`src/rtl/axis_arb_pkg.sv`:
```
// Shared types and constants for the two-input AXI-Stream packet arbiter.
package axis_arb_pkg;

   typedef enum logic [1:0] {
      IDLE   = 2'd0,
      GRANT0 = 2'd1,
      GRANT1 = 2'd2
   } arb_state_t;

   localparam int CNT_W = 16;

endpackage

```
`src/rtl/axis_pkt_cnt.sv`:
```
// Wrapping packet counter: one-cycle update on inc, wraps all-ones to zero.
module axis_pkt_cnt
   import axis_arb_pkg::*;
#(
   parameter int W = CNT_W
) (
   input  logic         clk,
   input  logic         resetn,
   input  logic         inc,
   output logic [W-1:0] count
);

   always_ff @(posedge clk or negedge resetn) begin
      if (!resetn) begin
         count <= '0;
      end else if (inc) begin
         count <= count + W'(1);
      end
   end

endmodule

```
`src/rtl/axis_pkt_arbiter.sv`:
```
// Round-robin packet arbiter merging two AXI-Stream inputs; zero-latency data mux,
// grant held for a whole packet, one IDLE bubble between packets, m_tready mirrored to the granted input.
module axis_pkt_arbiter
   import axis_arb_pkg::*;
#(
   parameter int DW = 256
) (
   input  logic              clk,
   input  logic              resetn,
   input  logic              enable,
   input  logic [DW-1:0]     s0_tdata,
   input  logic [DW/8-1:0]   s0_tkeep,
   input  logic              s0_tlast,
   input  logic              s0_tvalid,
   output logic              s0_tready,
   input  logic [DW-1:0]     s1_tdata,
   input  logic [DW/8-1:0]   s1_tkeep,
   input  logic              s1_tlast,
   input  logic              s1_tvalid,
   output logic              s1_tready,
   output logic [DW-1:0]     m_tdata,
   output logic [DW/8-1:0]   m_tkeep,
   output logic              m_tlast,
   output logic              m_tvalid,
   input  logic              m_tready,
   output logic              busy,
   output logic              grant_id,
   output logic [CNT_W-1:0]  pkt_count0,
   output logic [CNT_W-1:0]  pkt_count1
);

   arb_state_t state, next_state;
   logic       last_grant, next_grant;
   logic       eop0, eop1;

   always_ff @(posedge clk or negedge resetn) begin
      if (!resetn) begin
         state      <= IDLE;
         last_grant <= 1'b1;
      end else begin
         state      <= next_state;
         last_grant <= next_grant;
      end
   end

   always_comb begin
      next_state = state;
      next_grant = last_grant;
      m_tdata    = '0;
      m_tkeep    = '0;
      m_tlast    = 1'b0;
      m_tvalid   = 1'b0;
      s0_tready  = 1'b0;
      s1_tready  = 1'b0;
      case (state)
         IDLE: begin
            // On a tie, the input that did not win last time gets the grant.
            if (enable) begin
               if (s0_tvalid && (!s1_tvalid || last_grant)) begin
                  next_state = GRANT0;
                  next_grant = 1'b0;
               end else if (s1_tvalid) begin
                  next_state = GRANT1;
                  next_grant = 1'b1;
               end
            end
         end
         GRANT0: begin
            m_tdata   = s0_tdata;
            m_tkeep   = s0_tkeep;
            m_tlast   = s0_tlast;
            m_tvalid  = s0_tvalid;
            s0_tready = m_tready;
            if (eop0) begin
               next_state = IDLE;
            end
         end
         GRANT1: begin
            m_tdata   = s1_tdata;
            m_tkeep   = s1_tkeep;
            m_tlast   = s1_tlast;
            m_tvalid  = s1_tvalid;
            s1_tready = m_tready;
            if (eop1) begin
               next_state = IDLE;
            end
         end
         default: next_state = IDLE;
      endcase
   end

   // End of packet: last beat accepted downstream while that input holds the grant.
   assign eop0 = (state == GRANT0) && s0_tvalid && m_tready && s0_tlast;
   assign eop1 = (state == GRANT1) && s1_tvalid && m_tready && s1_tlast;

   assign busy     = (state != IDLE);
   assign grant_id = last_grant;

   axis_pkt_cnt #(.W(CNT_W)) u_cnt0 (
      .clk    (clk),
      .resetn (resetn),
      .inc    (eop0),
      .count  (pkt_count0)
   );

   axis_pkt_cnt #(.W(CNT_W)) u_cnt1 (
      .clk    (clk),
      .resetn (resetn),
      .inc    (eop1),
      .count  (pkt_count1)
   );

endmodule

```
`config.mk`:
```
export PLATFORM = sky130hd
export DESIGN_NAME = axis_pkt_arbiter
export DESIGN_NICKNAME = d
export VERILOG_FILES = /design/src/rtl/axis_arb_pkg.sv /design/src/rtl/axis_pkt_cnt.sv /design/src/rtl/axis_pkt_arbiter.sv
export SDC_FILE = /design/constraint.sdc
export NUM_CORES = 1
export LEC_CHECK = 0
export ABC_AREA = 1
export ABC_CLOCK_PERIOD_IN_PS = 1700
export CAP_MARGIN = 5
export CORE_AREA = 3 3 358 360
export CTS_CLUSTER_DIAMETER = 100
export DETAILED_ROUTE_END_ITERATION = 6
export DIE_AREA = 0 0 361 363
export HOLD_SLACK_MARGIN = 0.06
export PLACE_DENSITY = 0.3
export SETUP_SLACK_MARGIN = 0.02
export SYNTH_ARGS = -nofsm -noshare
export SYNTH_HDL_FRONTEND = slang
export SYNTH_HIERARCHICAL = 1
export SYNTH_SLANG_ARGS = --single-unit
```
`constraint.sdc`:
```
create_clock -name clk -period 1.7 [get_ports clk]
set_input_delay 0.34 -clock clk [delete_from_list [all_inputs] [get_ports clk]]
set_output_delay 0.34 -clock clk [all_outputs]
set_load 0.005 [all_outputs]
```
* Word level (Yosys, flattened, before mapping)
Cells that the tools add are included.
** Operators by class
- Add/sub/neg operators :: 2
- Equality and inequality tests :: 6
- Muxes and demuxes :: 14
- Reductions and logical operators :: 14
** Operators by type and width (number)
- 256-bit one-hot mux with 2 select lines :: 1
- 32-bit one-hot mux with 2 select lines :: 1
- 16-bit by 1-bit adder with 16-bit output (second input constant) :: 2
- 2-bit two-way mux :: 5
- 1-bit logical AND :: 7
- 2-bit inequality test (second input constant) :: 3
- 2-bit one-hot mux with 3 select lines :: 1
- 1-bit two-way mux :: 4
- 1-bit one-hot mux with 2 select lines :: 2
- 4-bit AND reduction :: 1
- 2-bit nonzero test :: 2
- 3-bit inequality test (second input constant) :: 1
- 3-bit AND reduction :: 1
- 2-bit by 1-bit equality test with 1-bit output (second input constant) :: 1
- 2-bit equality test (second input constant) :: 1
- 2-bit zero test :: 1
- 1-bit zero test :: 1
- 1-bit logical OR :: 1
** Word-level totals
- Register bits :: 35
- Logic and storage cells :: 40

* Logic depth before layout (Yosys ltp)
- Depth after elaboration :: 6
- Mapped depth :: 13
- Mapped depth without buffers :: 10

* Modules after synthesis
Netlist, hierarchy kept.
** By module, submodules not included
- axis_pkt_arbiter :: instances 1, cells an instance 1010, area each 4638.2 µm², sequential area each 76.3 µm²
- axis_pkt_cnt :: instances 2, cells an instance 97, area each 813.3 µm², sequential area each 400.4 µm²

* Worst setup path before layout
OpenSTA, ideal clock, no wires.
- Path type :: register -> register
- Start :: register state[0]
- End :: register u_cnt1.count[8]
- Arrival time :: 1.725 ns
- Data required time :: 1.575 ns
- Path slack :: -0.151 ns
- Cell stages (with the launch flop) :: 12
- Path buffers :: 3
- Cell sequence :: dfrtp_1 > inv_1 > ha_1 > buf_4 > buf_2 > nand2_1 > nor2_1 > buf_4 > nand3_1 > nor2_2 > nand2_1 > xnor2_1
** On the way
- Word-level cells in the longest chain between the ends :: 4
** RTL lines
- start, declared :: line axis_pkt_arbiter.sv:32 : arb_state_t state, next_state;
- start signal, assigned :: line axis_pkt_arbiter.sv:41 : state <= next_state;
- 2-bit equality test :: line axis_pkt_arbiter.sv:94 : assign eop1 = (state == GRANT1) && s1_tvalid && m_tready && s1_tlast;
- 1-bit logical AND (3 in a row) :: line axis_pkt_arbiter.sv:94
- net eop1 :: line axis_pkt_arbiter.sv:34 : logic eop0, eop1;
- end signal, assigned :: line axis_pkt_cnt.sv:17 : count <= count + W'(1);
- end, declared :: line axis_pkt_cnt.sv:10 : output logic [W-1:0] count
The timed path passes the listed nets, and every way through them passes these cells.
A chain may end at the register's enable or synchronous reset.

* Worst setup path after layout
- Start :: register state[1]
- End :: output m_tdata[115]
** On the way
- Word-level cells in the longest chain between the ends :: 2
- Elaborated cells between the ends (all ways) :: 3
- Those cells by class :: eq/ne: 2; mux: 1
** RTL lines
- 2-bit equality test / 2-bit by 1-bit equality test with 1-bit output (equally long branches) :: line axis_pkt_arbiter.sv:55 : case (state)
- 256-bit one-hot mux with 2 select lines (*) :: line axis_pkt_arbiter.sv:55
- end, declared :: line axis_pkt_arbiter.sv:21 : output logic [DW-1:0] m_tdata,
Every way passes the cells marked *; elsewhere a longest branch is shown, timed or not.

==> metrics.md <==
| Metric | Value |
|---|---|
| Status | finished with violations |
| Failing checks | setup timing |
| Post-synthesis mux area share | 0% |
| RD Place Congestion | 0.858 |
| Largest net degree at the start of global routing | 24 |
| Top-count cell post-synth | nand2_1 |
| Final Hold Viols | 0 |
| Clk pin slew, worst setup/hold paths | 60 ps |
| Post-Synth Simple-Gate Area | 43.8% |
| Layer with the highest usage | met2 |
| Final Net Count | 2904 |
| DR iter-0 viols | 559 |
| Vias in the first global route | 13000 |
| Main combinational cell family by area after synthesis | simple AND/OR/NAND/NOR gates |
| Effective utilization at floorplan | 5.00% |
| Asr flop ratio synth | 100% |
| Clk Latency, worst-skew pair | 280 ps |
| Met2 Track Usage GR | 24.2% |
| TritonCTS clock tree | done |
| CTS Buf Count | 5 |
| Worst Hold Slack | 500 ps |
| DRC | 0 |
| FP Rows | 130 |
| Critical Path Sink Type | primary output |
| Final ANT Viol Nets | 0 |
| GRT Resource Usage Total | 14.3% |
| CP arrival | 2040 ps |
| Register area share after synthesis | 14.0% |
| Final Power | 27.4 mW |
| Synth warn | 6 |
| CP startpoint kind | flop |
| Leakage | 8.61 nW |
| CP most frequent cell | buf_12 |
| EDFF count, synth | 0 |
| CP startpoint | state[1]$_DFFE_PN0P_ |
| First-pass DRT Iterations | 4 |
| Post-DP HPWL | 80400 µm |
| Area grow syn2layout | 245% |
| GR Util met1 | 18.8% |
| Leading area contributor after synthesis | nand2_1 |
| WL/cell | 25.5 µm |
| Max cap viols | 0 |
| FILL cells | 14400 |
| CP Cell Sequence | inv_2, buf_6, ha_4, buf_12, buf_16, buf_16, buf_12, buf_12, nand2_1, a21oi_2, buf_2 |
| Crit Path Class | reg -> out |
| Clock Tree Buf Depth | 2 |
| Post-Synth XOR/XNOR Area | 3.08% |
| Final period utilization | 140% |
| Initial antenna violation count | 72 |
| Share of the synthesized area in the top cell type | 38.6% |
| Worst Hold Class | in -> async |
| Post-synth top cells | nand2_1, a21oi_1, buf_6, inv_1, buf_2 |
| Die Height | 363 µm |
| Routed WL | 101000 µm |
| Port bufs | 909 |
| TritonCTS sink count | 35 |
| Post-route setup slack | -676 ps |
| Maximum vdd ir drop | 0.000596 V |
| Synth Cell Area | 0.00626 mm² |
| Required time of the critical path | 1360 ps |
| Synth Net Count | 1793 |
| Post-synthesis register bit count | 35 |
| Slowest stage cell, crit path | dfrtp_1 |
| Num ports | 910 |
| Compound-cell area share of the yosys netlist | 23.5% |
| Area post-placement | 0.0179 mm² |
| Mapped Avg Cell Area | 5.20 µm² |
| Slowest stage delay, CP | 390 ps |
| Crit path buf inv count | 8 |
| Synth cell types | 23 |
| Cell count after synthesis | 1204 |
| Clock Skew | 5.92 ps |
| Share of cells above drive strength 1 | 42.0% |
| Max-slew violation count | 0 |
| Achievable frequency | 0.421 GHz |
| Least-Margin Pin Slew | 385 ps |
| Met3 usage | 3.78% |
| Grt ovf | 0 |
| Primary FF master, synth | dfrtp_1 |
| Final setup fails | 328 |
| Multi-input gate area | 0.00629 mm² |
| Core area | 0.125 mm² |
| Full die area | 0.131 mm² |
| Min Tclk post-route | 2380 ps |
| Vias | 12900 |
| Die Wd | 361 µm |
| Clk root buf | clkbuf_16 |
| First-pass GRT wire length | 127000 µm |
| Vias per cell | 3.25 |
| CP Max Fanout | 6 |
| Worst r2r src | state[0]$_DFFE_PN0P_ |
| Max transition margin | 74.1% |
| PD cells | 1270 mW/mm² |
| Area contributors post-synth | nand2_1, a21oi_1, dfrtp_1 |
| H-tree depth | 2 |
| Seq. cell area | 877 µm² |
| Crit path max-delay family | buffers and inverters |
| Post-route cell area | 0.0216 mm² |
| Synth Area in Adders | 0.999% |
| RSZ-0062 raised after global routing | true |
## metal layers
layer	wire length (µm)	vias up
met4	939	14
li1	-	6108
met5	92	-
met3	7180	128
met1	44800	6030
met2	48400	664
## report_power, final
group	internal (mW)	leakage, nW	switching, mW
clock	0.573	0.0728	0.363
combinational	12.6	8.10	12.9
sequential	0.921	0.437	0.0814
total	14.1	8.61	13.4
## kinds of logic (layout without fill, tap and decap cells)
logic type / after synthesis / in the layout
and+or+nand+nor: 708 / 708
AOI/OAI and AO/OA: 294 / 294
buffers and inverters: 140 / 1251
DFF: 35 / 35
xor gates and xnor gates: 22 / 22
adders and majority gates: 5 / 5
other: 0 / 17
## sequential cells by signal, indices dropped and copies added (netlist names)
name          cells
state             2
u_cnt0/count     16
u_cnt1/count     16
grant_id          1
## cells in the final DEF, fill, tap and decap left out, drive strengths merged, types with 22 or more instances in the layout
cell | Yosys | layout
a21oi | 292 | 292
clkbuf | 12 | 59
nand2 | 644 | 644
nor2 | 30 | 30
buf | 86 | 507
dfrtp | 34 | 34
inv | 42 | 44
clkdlybuf4s50 | 0 | 616
nand3 | 22 | 22
## timing repair
item / CTS / global route
setup buffers: 80 / 71
resized for setup: 941 / 814
pin swaps: 58 / 127
gates cloned: 30 / 15
hold buffers: 1 / 0
endpoints found under the setup margin: 332 / 338
endpoints found under the hold margin: 11 / 0
## worst paths after layout
| path | end | slack, ps | cells past startpoint |
|---|---|---|---|
| worst max register to register | u_cnt1/count[13]$_DFFE_PN0P_ | -480 | 17 |
| worst min register to register | grant_id$_DFFE_PN1P_ | 510 | 2 |
| min in group clk | grant_id$_DFFE_PN1P_ | 510 | 2 |
| worst max-delay path | m_tdata[115] | -680 | 11 |
| max in group asynchronous | u_cnt1/count[10]$_DFFE_PN0P_ | 730 | 3 |
| worst min-delay path | u_cnt0/count[10]$_DFFE_PN0P_ | 500 | 2 |
## worst reg2reg max path, stage by stage, from the launching register on
cell	delay [ps]
dfrtp_1	390
inv_2	70
buf_6	90
ha_4	140
buf_12	150
buf_12	140
buf_12	120
buf_12	140
nand2_4	70
nor2_4	80
buf_6	140
buf_12	110
nand3_4	70
nor2_4	110
nand2_2	80
nor2_2	80
nand3_1	60
nand2_1	60
## stage by stage
stage	instances	utilization (%)	setup slack, ps	TNS (ps)
finish	3982	17.2	-676	-167670
global route	3970	17.2	-781	-201700
CTS	3894	16.0	-753	-203040
detailed placement	3779	14.3	-836	-193910
global placement	3779	14.3	-890	-204770
floorplan	1204	-	-11.1	-12.2
## layout make-up
| class | instances | share of cell area (%) |
|---|---|---|
| Clock inverter | 1 | 0.0231 |
| Tap cell | 1650 | 9.55 |
| Inverter | 42 | 0.816 |
| Clock buffer | 6 | 0.642 |
| Multi-Input combinational cell | 1029 | 29.1 |
| Timing Repair inverter | 2 | 0.145 |
| Timing Repair Buffer | 1200 | 55.5 |
| Antenna cell | 17 | 0.197 |
| Sequential cell | 35 | 4.06 |
(Power assumes the default switching activity.)
